## src/rtl/ex_div.sv

```systemverilog
// ex_div: iterative restoring 32-bit divider for RV32M DIV/DIVU/REM/REMU in EX.
// Optional macro DIV_EARLY_EXIT_EN: 1-cycle result when |divisor| > |dividend|.
module ex_div #(
  parameter int CYCLES = 32
) (
  input  logic        clk,
  input  logic        rst,
  input  logic        start,
  input  logic        signed_op,
  input  logic        rem_op,
  input  logic [31:0] dividend,
  input  logic [31:0] divisor,
  input  logic        annul,
  output logic [31:0] result,
  output logic        done,
  output logic        busy,
  output logic        stallreq
);

  localparam logic [1:0] S_IDLE = 2'd0;
  localparam logic [1:0] S_CALC = 2'd1;
  localparam logic [1:0] S_DONE = 2'd2;

  logic [1:0]  state_q, state_d;
  logic [4:0]  counter_q, counter_d;
  logic [32:0] prem_q, prem_d;
  logic [31:0] quot_q, quot_d;
  logic [31:0] dvsr_q, dvsr_d;
  logic        q_neg_q, q_neg_d;
  logic        r_neg_q, r_neg_d;
  logic        rem_op_q, rem_op_d;
  logic [31:0] result_q, result_d;
  logic        done_q, done_d;
  logic        busy_q, busy_d;

  logic [31:0] dvd_mag, dvs_mag;
  logic [33:0] shifted, diff;
  logic        q_bit;
  logic [31:0] q_fix, r_fix;

  assign dvd_mag = (signed_op && dividend[31]) ? (~dividend + 32'd1) : dividend;
  assign dvs_mag = (signed_op && divisor[31])  ? (~divisor + 32'd1)  : divisor;

  // 34-bit trial difference: the shifted partial remainder can exceed 2^32.
  assign shifted = {prem_q, quot_q[31]};
  assign diff    = shifted - {2'b00, dvsr_q};
  assign q_bit   = ~diff[33];

  always_comb begin
    state_d   = state_q;
    counter_d = counter_q;
    prem_d    = prem_q;
    quot_d    = quot_q;
    dvsr_d    = dvsr_q;
    q_neg_d   = q_neg_q;
    r_neg_d   = r_neg_q;
    rem_op_d  = rem_op_q;
    result_d  = result_q;
    done_d    = 1'b0;
    busy_d    = 1'b0;
    q_fix     = 32'd0;
    r_fix     = 32'd0;

    case (state_q)
      S_IDLE: begin
        if (start) begin
          if (divisor == 32'd0) begin
            state_d  = S_DONE;
            done_d   = 1'b1;
            result_d = rem_op ? dividend : 32'hFFFF_FFFF;
          end else if (signed_op && dividend == 32'h8000_0000 && divisor == 32'hFFFF_FFFF) begin
            state_d  = S_DONE;
            done_d   = 1'b1;
            result_d = rem_op ? 32'd0 : 32'h8000_0000;
          end
`ifdef DIV_EARLY_EXIT_EN
          // A zero dividend with a nonzero divisor also satisfies this compare.
          else if (dvs_mag > dvd_mag) begin
            state_d  = S_DONE;
            done_d   = 1'b1;
            result_d = rem_op ? dividend : 32'd0;
          end
`endif
          else begin
            state_d   = S_CALC;
            busy_d    = 1'b1;
            counter_d = 5'd0;
            prem_d    = 33'd0;
            quot_d    = dvd_mag;
            dvsr_d    = dvs_mag;
            q_neg_d   = signed_op & (dividend[31] ^ divisor[31]);
            r_neg_d   = signed_op & dividend[31];
            rem_op_d  = rem_op;
          end
        end
      end

      S_CALC: begin
        prem_d    = q_bit ? diff[32:0] : shifted[32:0];
        quot_d    = {quot_q[30:0], q_bit};
        counter_d = counter_q + 5'd1;
        if (counter_q == 5'(CYCLES - 1)) begin
          q_fix    = q_neg_q ? (~quot_d + 32'd1) : quot_d;
          r_fix    = r_neg_q ? (~prem_d[31:0] + 32'd1) : prem_d[31:0];
          state_d  = S_DONE;
          done_d   = 1'b1;
          result_d = rem_op_q ? r_fix : q_fix;
        end else begin
          busy_d = 1'b1;
        end
      end

      S_DONE: begin
        state_d = S_IDLE;
      end

      default: begin
        state_d = S_IDLE;
      end
    endcase

    if (annul) begin
      state_d  = S_IDLE;
      done_d   = 1'b0;
      busy_d   = 1'b0;
      result_d = result_q;
    end
  end

  always_ff @(posedge clk or negedge rst) begin
    if (!rst) begin
      state_q   <= S_IDLE;
      counter_q <= 5'd0;
      prem_q    <= 33'd0;
      quot_q    <= 32'd0;
      dvsr_q    <= 32'd0;
      q_neg_q   <= 1'b0;
      r_neg_q   <= 1'b0;
      rem_op_q  <= 1'b0;
      result_q  <= 32'd0;
      done_q    <= 1'b0;
      busy_q    <= 1'b0;
    end else begin
      state_q   <= state_d;
      counter_q <= counter_d;
      prem_q    <= prem_d;
      quot_q    <= quot_d;
      dvsr_q    <= dvsr_d;
      q_neg_q   <= q_neg_d;
      r_neg_q   <= r_neg_d;
      rem_op_q  <= rem_op_d;
      result_q  <= result_d;
      done_q    <= done_d;
      busy_q    <= busy_d;
    end
  end

  assign result   = result_q;
  assign done     = done_q;
  assign busy     = busy_q;
  assign stallreq = rst & (((state_q == S_IDLE) & start & ~annul) | (state_q == S_CALC));

endmodule

```

## config.mk

```make
export PLATFORM = sky130hd
export DESIGN_NAME = ex_div
export DESIGN_NICKNAME = d
export VERILOG_FILES = /design/src/rtl/ex_div.sv
export SDC_FILE = /design/constraint.sdc
export NUM_CORES = 1
export LEC_CHECK = 0
export CAP_MARGIN = 20
export CORE_MARGIN = 3
export CORE_UTILIZATION = 40
export DETAILED_ROUTE_END_ITERATION = 12
export GPL_ROUTABILITY_DRIVEN = 0
export HOLD_SLACK_MARGIN = 0.06
export SYNTH_ARGS = -nofsm -noshare
export SYNTH_HDL_FRONTEND = slang
export SYNTH_SLANG_ARGS = --single-unit
```

## constraint.sdc

```tcl
create_clock -name clk -period 6.2 [get_ports clk]
set_input_delay 0.93 -clock clk [delete_from_list [all_inputs] [get_ports clk]]
set_output_delay 0.93 -clock clk [all_outputs]
set_load 0.05 [all_outputs]
```

; After elaboration in Yosys (flattened, before gate mapping)
; Index checks and enable logic that the tools add are counted.
[word_totals]
word_cells = 97
mem_bits_ro = 0
n_memories = 0
ram_bits = 0
ff_bits = 141
latchBits = 0
output_inout_bits = 35
[classes]
n_div = 0
magnitude_cmp = 0
add_sub_neg = 6
n_mul = 0
n_mux = 43
n_reduce_logical = 11
eq_ne = 11
shifts = 0
bitwise_logic = 15
[op_table]
columns = cell, count
row1 = $mux W32, 14
row2 = $mux W33, 4
row3 = $add A32 B1 Y32 const B, 4
row4 = $not A32 Y32, 4
row5 = $pmux W32 S2, 2
row6 = $pmux W33 S2, 1
row7 = $eq A32 B32 Y1 const B, 2
row8 = $sub A34 B32 Y34, 1
row9 = $logic_not A32 Y1, 1
row10 = $mux W5, 3
row11 = $mux W1, 10
row12 = $mux W2, 5
row13 = $pmux W5 S2, 1
row14 = $ne A3 B3 Y1 const B, 3
row15 = $ne A2 B2 Y1 const B, 4
row16 = $reduce_and A4 Y1, 2
row17 = $add A5 B1 Y5 const B, 1
row18 = $and A1 B1 Y1, 5
row19 = $eq A5 B5 Y1 const B, 1
row20 = $reduce_and A5 Y1, 1
row21 = $logic_and A1 B1 Y1, 4
row22 = $not A1 Y1, 4
row23 = $pmux W1 S2, 2
row24 = $pmux W2 S2, 1
row25 = 6 further kinds, 6

; Longest topological paths before layout
; Gate-level depths: netlist (run 1).
[depth]
depth_word = 8
mapped_depth = 24

; Least setup slack after synthesis (run 1)
; No wires, ideal clock.
[synth_timing]
kind = reg2reg
from = register prem_q[27]
to = register result_q[26], in the netlist result[26]
setup_slack_ns = 1.567
required_time_ns = 6.078
path_stages_with_launch = 23
synth_period_minus_slack_ns = 4.633
t_arrival_ns = 4.511
cell_sequence = dfrtp_1 -> ha_1 -> clkbuf_1 -> a21oi_1 -> o21ai_1 -> a211oi_1 -> o21ai_1 -> nor3_2 -> nor2_4 -> inv_2 -> buf_6 -> buf_2 -> mux2i_1 -> ha_1 -> inv_1 -> or4_1 -> or3b_1 -> a21oi_1 -> a41oi_1 -> nand2b_1 -> o31ai_2 -> mux2i_1 -> nand2_1
[synth_between]
elab_chain_cells = 8
word_cells_on_any_way = 12
cone_classes = add/sub (3) / mux (6) / bitwise (3)
[synth_rtl]
columns = element, line
row1 = start: declaration, 26  ; logic [32:0] prem_q, prem_d;
row2 = start signal: assignment, 146  ; prem_q <= prem_d;
row3 = $sub A34 B32 Y34 (*), 46  ; assign diff = shifted - {2'b00, dvsr_q};
row4 = $mux W33 / $not A1 Y1 (equally long branches), "99, 47"
row5 = $not A32 Y32 (on tied branches), "104, 103"
row6 = $add A32 B1 Y32 (on tied branches), "104, 103"
row7 = $mux W32 (on tied branches), "104, 103"
row8 = $mux W32 (*), 107  ; result_d = rem_op_q ? r_fix : q_fix;
row9 = $mux W32 (*), 102  ; if (counter_q == 5'(CYCLES - 1)) begin
row10 = $pmux W32 S2 (*), 64  ; case (state_q)
row11 = end signal: assignment, 152  ; result_q <= result_d;
row12 = end: declaration, 32  ; logic [31:0] result_q, result_d;
; Mark *: on every way between the ends. The rest lies on a longest branch, timed or not. The select of a mux whose other input is x is not followed.
; A chain may end at the register's enable or synchronous reset.

; Worst setup path in the final report (run 1)
[layout_timing]
from = register prem_q[17]
to = register result_q[26], in the netlist result[26]
[layout_between]
elab_chain_cells = 8
word_cells_on_any_way = 12
cone_classes = add/sub (3) / mux (6) / bitwise (3)
[layout_rtl]
columns = element, line
row1 = $sub A34 B32 Y34, 46
row2 = $mux W33 / $not A1 Y1 (equally long branches), "99, 47"
row3 = $not A32 Y32 (on tied branches), "104, 103"
row4 = $add A32 B1 Y32 (on tied branches), "104, 103"
row5 = $mux W32 (on tied branches), "104, 103"
row6 = $mux W32 (*), 107
row7 = $mux W32 (*), 102
row8 = $pmux W32 S2 (*), 64
; Marks and branches as above.

==> impl_results.rst, run 1 <==
.. list-table::
   :header-rows: 1

   * - Metric
     - Value
   * - Top library cells by usage in the layout, fill and taps aside
     - sky130_fd_sc_hd__nand2_1 (179), sky130_fd_sc_hd__o21ai_0 (177), sky130_fd_sc_hd__dfrtp_1 (141), sky130_fd_sc_hd__a21oi_1 (127), sky130_fd_sc_hd__nor2_1 (109)
   * - Grt peak-use layer
     - met2
   * - CP Class
     - flip-flop to flip-flop
   * - WL final
     - ~42000 um
   * - Final number of max-transition violations
     - 0
   * - Antenna diode instance count
     - 0
   * - Area of the core
     - slightly below 30000 um2
   * - Relative slew margins
     - around a third
   * - Synth Cell Area
     - about 12000 um2
   * - Overall global routing resource usage
     - between 20% and 30%
   * - Aggregate global routing overflow
     - 0
   * - TritonCTS clock tree
     - done
   * - Crit Reg-Reg Startpoint
     - prem_q[17]
   * - Worst hold-check path type
     - input pin to asynchronous set/reset pin
   * - Unique masters post-synth
     - 85
   * - Final TNS setup
     - 0 ns
   * - Number of endpoints with negative hold slack in the final report
     - 0
   * - Endpoint of the worst-slack reg-to-reg timing path
     - result[26]
   * - Lkg Pwr
     - 5.603 nW
   * - Flop and latch count out of synthesis
     - ~140
   * - Max-cap violation count
     - 0
   * - Number of flops mapped to enable cells by yosys
     - 0
   * - Routed Antenna Nets
     - 0
   * - Most common library cell in the layout ignoring fill and taps
     - sky130_fd_sc_hd__nand2_1
   * - Global-route wire length before repair
     - approximately 66000 um
   * - Worst-Skew Late Latency
     - around 0.44 ns
   * - GRT met1 Usage
     - a little over a third
   * - GRT met3 Usage
     - ~3.3%
   * - Setup violators final
     - 0
   * - Power density normalized to cell area
     - roughly 440 nW/um2
   * - Number of remaining DRC errors
     - 0
   * - Initial DRC count
     - roughly 1100
   * - IR drop worst, VDD
     - slightly below 0.3 mV
   * - Die Area
     - 32050 um2
   * - Predominant post-synthesis flop cell
     - sky130_fd_sc_hd__dfrtp_1
   * - Startpoint Class
     - flip-flop
   * - Max Fclk
     - roughly 190 MHz
   * - Setup repair after global routing missed its margin
     - no
   * - Footprint of the multi-input gates
     - roughly 8000 um2
   * - Die Y-Extent
     - about 180 um
   * - Clock slew at reported path FFs
     - ~0.070 ns
   * - Total power after layout
     - 6.133 mW
   * - Result of the run
     - complete, no violations
   * - Post-CTS setup buffer count
     - 0
   * - Worst Max-Slew Pin Slew
     - 1.013 ns
   * - Buffers on Ports
     - between 100 and 150
   * - Data required, critical path
     - ~6.5 ns
   * - Htree depth
     - 4
   * - Sequential Area
     - 3528 um2
   * - Met2 demand-to-capacity share in global routing
     - about 41%
   * - Routed len/inst
     - about 21 um
   * - Setup skew after layout
     - 0.01931 ns
   * - Worst reg-to-reg path cell count
     - 20
   * - Net count of the mapped netlist
     - ~1700
   * - TritonCTS Sinks
     - 141
   * - Starting density of the core
     - between 40% and 50%
   * - Num ports
     - about 110
   * - Post-layout min period
     - around 5.2 ns
   * - Number of antenna violations at the first check in global routing
     - 0
   * - Number of global-route vias before repair
     - roughly 12000
   * - Final non-filler cell total
     - 2008
   * - Fraction of registers with async set/reset
     - between 90% and 100%
   * - Fillcell total
     - a little under 3000
   * - Post-detailed-route via-to-cell ratio
     - between 6 and 7
   * - FF-to-FF setup slack
     - slightly below 1 ns
   * - Fraction of final layout cells with drive strength greater than 1
     - between 5 and 6%
   * - Worst hold slack after final layout
     - 0.3790 ns
   * - Number of standard-cell rows in the floorplan
     - just over 60
   * - Number of search-and-repair iterations in the first detailed-routing pass
     - 5
   * - Placed Instances
     - about 2000
   * - Die X
     - 179.0 um
   * - Post-CTS Hold Fix Bufs
     - 0
   * - Post-place setup slack
     - approximately 1.1 ns
   * - Number of vias in the routed layout
     - 12285
   * - Total clock buffers created by CTS
     - 17
   * - Worst-path fanout max
     - 37
   * - Max Root-Sink Buffers
     - 2
   * - Part of the Yosys area used for sequential elements
     - slightly below 30%
   * - Critical path endpoint category
     - flip-flop
   * - Area growth syn-to-layout
     - 16.56%
   * - Detailed placement HPWL
     - 31150 um
   * - Fin nets
     - approximately 1700
   * - Count of instances resized after the clock tree is built
     - 0
   * - Worst setup margin
     - between 0.9 and 1 ns
   * - Pin count of the biggest net entering global routing
     - roughly 70
   * - Critical Path AT
     - about 5.5 ns
   * - Share of the clock period used by the worst path after layout
     - a little over four fifths
   * - Average cell area after synthesis
     - around 7.7 um2
   * - Cell at the root of the clock tree
     - sky130_fd_sc_hd__clkbuf_16
   * - Number of instances in the synthesized netlist
     - approximately 1500
   * - Yosys warns
     - 0
## metrics by stage
step	area (um2)	util, %
2_1_floorplan	11970	-
3_5_place_dp	13350	45.89
6_report	13960	47.98
4_1_cts	13940	47.94
3_3_place_gp	13340	45.86
5_1_grt	13960	47.98
## flip-flops by register name (all words and copies together) (netlist names)
register	cells
busy	1
counter_q	5
done	1
dvsr_q	32
prem_q	33
q_neg_q	1
quot_q	32
r_neg_q	1
rem_op_q	1
result	32
state_q	2
## logic make-up after synthesis
family | count (synthesis) | share of synthesized area, %
mux | 30 | 2.550
xor+xnor | 137 | 10.02
simple gates | 520 | 20.86
fa+ha+maj | 41 | 4.347
buf+inv | 154 | 5.152
flops | 141 | 29.47
compound gates | 523 | 27.61
## synthesized netlist by cell type, types with 5 or more instances
cell type / instances / area (um2)
sky130_fd_sc_hd__nand2_1: 179 / 671.9
sky130_fd_sc_hd__o211ai_1: 21 / 157.7
sky130_fd_sc_hd__a22o_1: 6 / 52.55
sky130_fd_sc_hd__inv_1: 70 / 262.8
sky130_fd_sc_hd__ha_1: 40 / 500.5
sky130_fd_sc_hd__xnor2_1: 70 / 613.1
sky130_fd_sc_hd__a21oi_1: 127 / 635.6
sky130_fd_sc_hd__xor2_1: 67 / 586.8
sky130_fd_sc_hd__o31ai_1: 24 / 180.2
sky130_fd_sc_hd__o22a_1: 6 / 52.55
sky130_fd_sc_hd__or4_1: 8 / 60.06
sky130_fd_sc_hd__o21ai_0: 177 / 885.9
sky130_fd_sc_hd__and4_1: 5 / 43.79
sky130_fd_sc_hd__o22ai_1: 6 / 37.54
sky130_fd_sc_hd__mux2i_1: 26 / 260.3
sky130_fd_sc_hd__o21a_1: 7 / 52.55
sky130_fd_sc_hd__dfrtp_1: 141 / 3528
sky130_fd_sc_hd__and2_1: 11 / 68.82
sky130_fd_sc_hd__a21o_1: 10 / 75.07
sky130_fd_sc_hd__a2111oi_0: 5 / 43.79
sky130_fd_sc_hd__nand4_1: 21 / 131.4
sky130_fd_sc_hd__nor4_1: 24 / 150.1
sky130_fd_sc_hd__nor3_1: 56 / 280.3
sky130_fd_sc_hd__and3_1: 14 / 87.58
sky130_fd_sc_hd__a211oi_1: 8 / 60.06
sky130_fd_sc_hd__buf_2: 16 / 80.08
sky130_fd_sc_hd__nand3_1: 33 / 165.2
sky130_fd_sc_hd__a31oi_1: 19 / 118.9
sky130_fd_sc_hd__clkbuf_1: 60 / 225.2
sky130_fd_sc_hd__o221ai_1: 6 / 52.55
sky130_fd_sc_hd__o41ai_1: 15 / 131.4
sky130_fd_sc_hd__or3_1: 20 / 125.1
sky130_fd_sc_hd__o21ai_1: 12 / 60.06
sky130_fd_sc_hd__a22oi_1: 15 / 112.6
sky130_fd_sc_hd__a41oi_1: 7 / 61.31
sky130_fd_sc_hd__nor2_1: 110 / 412.9
sky130_fd_sc_hd__nand2b_1: 18 / 112.6
## critical path: stages, from the launching register on
cell                       delay (ns)
sky130_fd_sc_hd__dfrtp_1         0.45
sky130_fd_sc_hd__ha_1            0.50
sky130_fd_sc_hd__a21oi_1         0.14
sky130_fd_sc_hd__o21ai_1         0.33
sky130_fd_sc_hd__a211oi_1        0.13
sky130_fd_sc_hd__o21ai_1         0.35
sky130_fd_sc_hd__nor3_2          0.19
sky130_fd_sc_hd__nor2_4          0.13
sky130_fd_sc_hd__inv_2           0.07
sky130_fd_sc_hd__buf_4           0.27
sky130_fd_sc_hd__a21oi_1         0.35
sky130_fd_sc_hd__ha_1            0.25
sky130_fd_sc_hd__inv_1           0.06
sky130_fd_sc_hd__or4_1           0.48
sky130_fd_sc_hd__or3b_1          0.38
sky130_fd_sc_hd__a21oi_1         0.12
sky130_fd_sc_hd__a41oi_1         0.14
sky130_fd_sc_hd__nand2b_1        0.28
sky130_fd_sc_hd__o31ai_2         0.22
sky130_fd_sc_hd__mux2i_1         0.21
sky130_fd_sc_hd__nand2_1         0.07
## report_power, final
part	switching, mW	internal [mW]	total, mW	leakage [nW]
clock network	0.476	0.608	1.08	0.294
logic	2.40	1.33	3.73	3.49
registers	0.230	1.09	1.32	1.82
total	3.10	3.03	6.13	5.60
## metal layers
| layer | vias up | wire, um |
|---|---|---|
| met1 | 5924 | 18630 |
| met2 | 500 | 18940 |
| li1 | 5778 | - |
| met3 | 83 | 2592 |
| met4 | 0 | 1508 |
| met5 | - | 0 |
## worst max path at each step
stage | start | end | slack [ns] | cells after the start
6_report | prem_q[17] | result[26] | 0.97 | 20
5_1_grt | prem_q[17] | result[26] | 0.73 | 20
4_1_cts | prem_q[17] | result[26] | 1.05 | 20
3_5_place_dp | prem_q[17] | result[26] | 1.07 | 20
3_3_place_gp | prem_q[17] | result[26] | 1.21 | 20
2_1_floorplan | prem_q[27] | result[26] | 1.57 | 22
## final cells by class
| class | count | share of cell area (%) |
|---|---|---|
| clock buffer | 17 | 3.048 |
| clock inverter | 15 | 1.219 |
| inverter | 72 | 1.936 |
| multi-input combinational | 1251 | 56.19 |
| sequential | 141 | 25.28 |
| tap | 384 | 3.442 |
| timing repair buffer | 128 | 8.884 |
No activity file was read; power rests on OpenSTA's default activity.
==> run 2: changes to the inputs <==
Clock period 6.2 ns to 4.7 ns, I/O delays scaled along.
==> run 2 against run 1 <==
Die area did not move; clock skew fell by 0.0061 ns; critical path depth fell by 1; global-route usage fell by 0.16 points; first-iteration DRC count rose by 18%; utilization rose by 2.2 points; via count rose by 1.4%; non-clock buffer count rose by 40; sequential power rose by 31%; sequential share of layout area fell by 1.1 points; critical path type unchanged; largest cell class unchanged; largest power group unchanged.
==> impl_results.rst, run 2 (synthesis gave the netlist of run 1 again) <==
.. list-table::
   :header-rows: 1

   * - Metric
     - Value
   * - Max-cap violation count
     - 0 (unchanged)
   * - Top library cells by usage in the layout, fill and taps aside
     - sky130_fd_sc_hd__nand2_1 (178), sky130_fd_sc_hd__o21ai_0 (177), sky130_fd_sc_hd__dfrtp_1 (134), sky130_fd_sc_hd__a21oi_1 (118), sky130_fd_sc_hd__nor2_1 (106) (was sky130_fd_sc_hd__nand2_1 (179), sky130_fd_sc_hd__o21ai_0 (177), sky130_fd_sc_hd__dfrtp_1 (141), sky130_fd_sc_hd__a21oi_1 (127), sky130_fd_sc_hd__nor2_1 (109))
   * - Power share of the sequential group
     - 20.2% (was 21.5%)
   * - Fin nets
     - 1762 (was 1722)
   * - Number of global-route vias before repair
     - 11649 (was 11895)
   * - Post-layout min period
     - 4.473 ns (was 5.228 ns)
   * - Gate power share
     - 63.1% (was 60.9%)
   * - Most common library cell in the layout ignoring fill and taps
     - sky130_fd_sc_hd__nand2_1 (unchanged)
   * - Register with the most flip-flops
     - prem_q (unchanged)
   * - Antenna diode instance count
     - 0 (unchanged)
   * - Area growth syn-to-layout
     - 21.95% (was 16.56%)
   * - CP Class
     - flip-flop to flip-flop (unchanged)
   * - Total clock buffers created by CTS
     - 17 (unchanged)
   * - Number of search-and-repair iterations in the first detailed-routing pass
     - 5 (unchanged)
   * - Critical Path AT
     - 4.79 ns (was 5.54 ns)
   * - Htree depth
     - 4 (unchanged)
   * - IR drop worst, VDD
     - 0.4309 mV (was 0.2898 mV)
   * - Worst hold-check path type
     - input pin to asynchronous set/reset pin (unchanged)
   * - Worst-path cell chain
     - ha_2 -> and4_1 -> and3_1 -> o21ai_4 -> a31oi_4 -> o21a_2 -> nor2_4 -> inv_2 -> mux2i_2 -> ha_1 -> inv_1 -> or4_1 -> or3b_1 -> a21oi_1 -> a41oi_2 -> nand2b_4 -> o31ai_2 -> mux2i_1 -> nand2_1 (was ha_1 -> a21oi_1 -> o21ai_1 -> a211oi_1 -> o21ai_1 -> nor3_2 -> nor2_4 -> inv_2 -> buf_4 -> a21oi_1 -> ha_1 -> inv_1 -> or4_1 -> or3b_1 -> a21oi_1 -> a41oi_1 -> nand2b_1 -> o31ai_2 -> mux2i_1 -> nand2_1)
   * - Result of the run
     - complete, no violations (unchanged)
   * - Lkg Pwr
     - 5.792 nW (was 5.603 nW)
   * - TritonCTS clock tree
     - done (unchanged)
   * - Die Y-Extent
     - 179.0 um (unchanged)
   * - Worst Max-Slew Pin Slew
     - 1.022 ns (was 1.013 ns)
   * - Number of standard-cell rows in the floorplan
     - 62 (unchanged)
   * - Design Area, Final
     - 14600 um2 (was 13960 um2)
   * - Number of remaining DRC errors
     - 0 (unchanged)
   * - Max Fclk
     - 223.6 MHz (was 191.3 MHz)
   * - Final non-filler cell total
     - 2048 (was 2008)
   * - Worst-path fanout max
     - 7 (was 37)
   * - Launching instance or port of the critical path
     - prem_q[6] (was prem_q[17])
   * - Detailed placement HPWL
     - 31300 um (was 31150 um)
   * - Setup violators final
     - 0 (unchanged)
   * - Worst-Skew Late Latency
     - 0.43 ns (was 0.44 ns)
   * - Placed Instances
     - 2013 (was 1975)
   * - Global-route wire length before repair
     - 65220 um (was 66100 um)
   * - Die Area
     - 32050 um2 (unchanged)
   * - Post-detailed-route via-to-cell ratio
     - 6.085 (was 6.118)
   * - Area of the core
     - 29090 um2 (unchanged)
   * - Fraction of final layout cells with drive strength greater than 1
     - 11.42% (was 5.850%)
   * - Cell with the biggest individual delay on the critical path
     - sky130_fd_sc_hd__or4_1 (was sky130_fd_sc_hd__ha_1)
   * - Worst setup margin
     - 0.2267 ns (was 0.9725 ns)
   * - Clock network power share
     - 16.8% (was 17.7%)
   * - Num ports
     - 105 (unchanged)
   * - Number of endpoints with negative hold slack in the final report
     - 0 (unchanged)
   * - Post-CTS Hold Fix Bufs
     - 0 (unchanged)
   * - Power density normalized to cell area
     - 587.0 nW/um2 (was 439.4 nW/um2)
   * - Total internal power
     - 4.352 mW (was 3.028 mW)
   * - Data required, critical path
     - 5.01 ns (was 6.52 ns)
   * - Final number of max-transition violations
     - 0 (unchanged)
   * - Fillcell total
     - 2849 (was 2920)
   * - Relative slew margins
     - 31.86% (was 32.23%)
   * - Critical path's largest stage delay
     - 0.49 ns (was 0.50 ns)
   * - Share of the clock period used by the worst path after layout
     - 95.18% (was 84.31%)
   * - Fraction of the core area covered by cells at the end of the flow
     - 50.20% (was 47.98%)
   * - Buffers on Ports
     - 104 (unchanged)
   * - Final TNS setup
     - 0 ns (unchanged)
   * - WL final
     - 42000 um (was 41670 um)
   * - Max FFs per register
     - 33 (unchanged)
   * - Sw Ratio
     - 49.22% (was 50.62%)
   * - Critical path endpoint category
     - flip-flop (unchanged)
   * - Clock slew at reported path FFs
     - 0.07 ns (about the same)
   * - Routed len/inst
     - 20.51 um (was 20.75 um)
   * - Worst hold slack after final layout
     - 0.1891 ns (was 0.3790 ns)
   * - Pin count of the biggest net entering global routing
     - 71 (unchanged)
   * - Aggregate global routing overflow
     - 0 (unchanged)
   * - Setup skew after layout
     - 0.01322 ns (was 0.01931 ns)
   * - Die X
     - 179.0 um (unchanged)
   * - Post-place setup slack
     - 0.1227 ns (was 1.073 ns)
   * - TritonCTS Sinks
     - 141 (unchanged)
   * - Number of vias in the routed layout
     - 12463 (was 12285)
   * - Startpoint Class
     - flip-flop (unchanged)
   * - Number of antenna violations at the first check in global routing
     - 0 (unchanged)
   * - Max Root-Sink Buffers
     - 2 (unchanged)
   * - Starting density of the core
     - 41.16% (unchanged)
   * - Crit Reg-Reg Startpoint
     - prem_q[6] (was prem_q[17])
   * - Area after DPL
     - 13660 um2 (was 13350 um2)
   * - Routed Antenna Nets
     - 0 (unchanged)
   * - Cell at the root of the clock tree
     - sky130_fd_sc_hd__clkbuf_16 (unchanged)
   * - Total power after layout
     - 8.572 mW (was 6.133 mW)
   * - P_sw
     - 4.219 mW (was 3.105 mW)
   * - Initial DRC count
     - 1340 (was 1138)
   * - Overall global routing resource usage
     - 26.06% (was 26.22%)
## run 2: changes by cell type in the layout (fill, tap and decap cells not counted), moves of 8 or more
cell,before,now
sky130_fd_sc_hd__ha_1,40,19
sky130_fd_sc_hd__ha_4,0,13
sky130_fd_sc_hd__buf_4,22,61
sky130_fd_sc_hd__a21oi_1,127,118
sky130_fd_sc_hd__a21oi_2,2,11
sky130_fd_sc_hd__ha_2,0,8
## run 2: timing repair
action                                  in CTS  in global routing
buffers inserted                             0                  3
endpoints found under the setup margin       0                  7
resized for setup                            0                 69
## run 2: metal layers
metal	vias to the layer above	global-route usage, %	wire length [um]
met5	-	0	0
met4	0	7.987	1252
met3	78	3.177	2680
met2	528	40.92	19100
met1	6008	37.44	18970
li1	5849	-	-
## run 2: power groups by stage
stage / Clock, mW / Sequential (mW) / Combinational [mW]
finish: 1.44 / 1.73 / 5.41
global route: 1.49 / 1.76 / 5.95
floorplan: 0 / 1.64 / 3.64
CTS: 1.45 / 1.69 / 5.07
global placement: 0 / 1.70 / 5.02
detailed placement: 0 / 1.71 / 5.05
## run 2: critical path, delay by kind of cell (launching register included)
kind | cells | cell delay [ns]
AND/OR/NAND/NOR | 7 | 1.71
AO/OA/AOI/OAI | 6 | 1.03
adder cells (fa/ha/maj) | 2 | 0.60
multiplexers | 2 | 0.46
flip-flops | 1 | 0.38
buffers and inverters | 2 | 0.18
## run 2: final cells by class
class	instances	area (um2)	share of cell area, %
tap	384	480.5	3.290
clock buffer	19	452.9	3.102
sequential	141	3537	24.22
multi-input combinational	1251	8148	55.80
inverter	72	270.3	1.851
timing repair buffer	168	1560	10.68
clock inverter	13	153.9	1.054
## run 2: path summary, 6_finish.rpt
check                              to  slack, ns  cells after the start
min                         dvsr_q[1]       0.19                      1
max in group asynchronous  prem_q[18]       3.18                      2
max reg2reg                result[26]       0.23                     19
max                        result[26]       0.23                     19
min in group clk            result[1]       0.50                      2
min reg2reg                 result[1]       0.50                      2
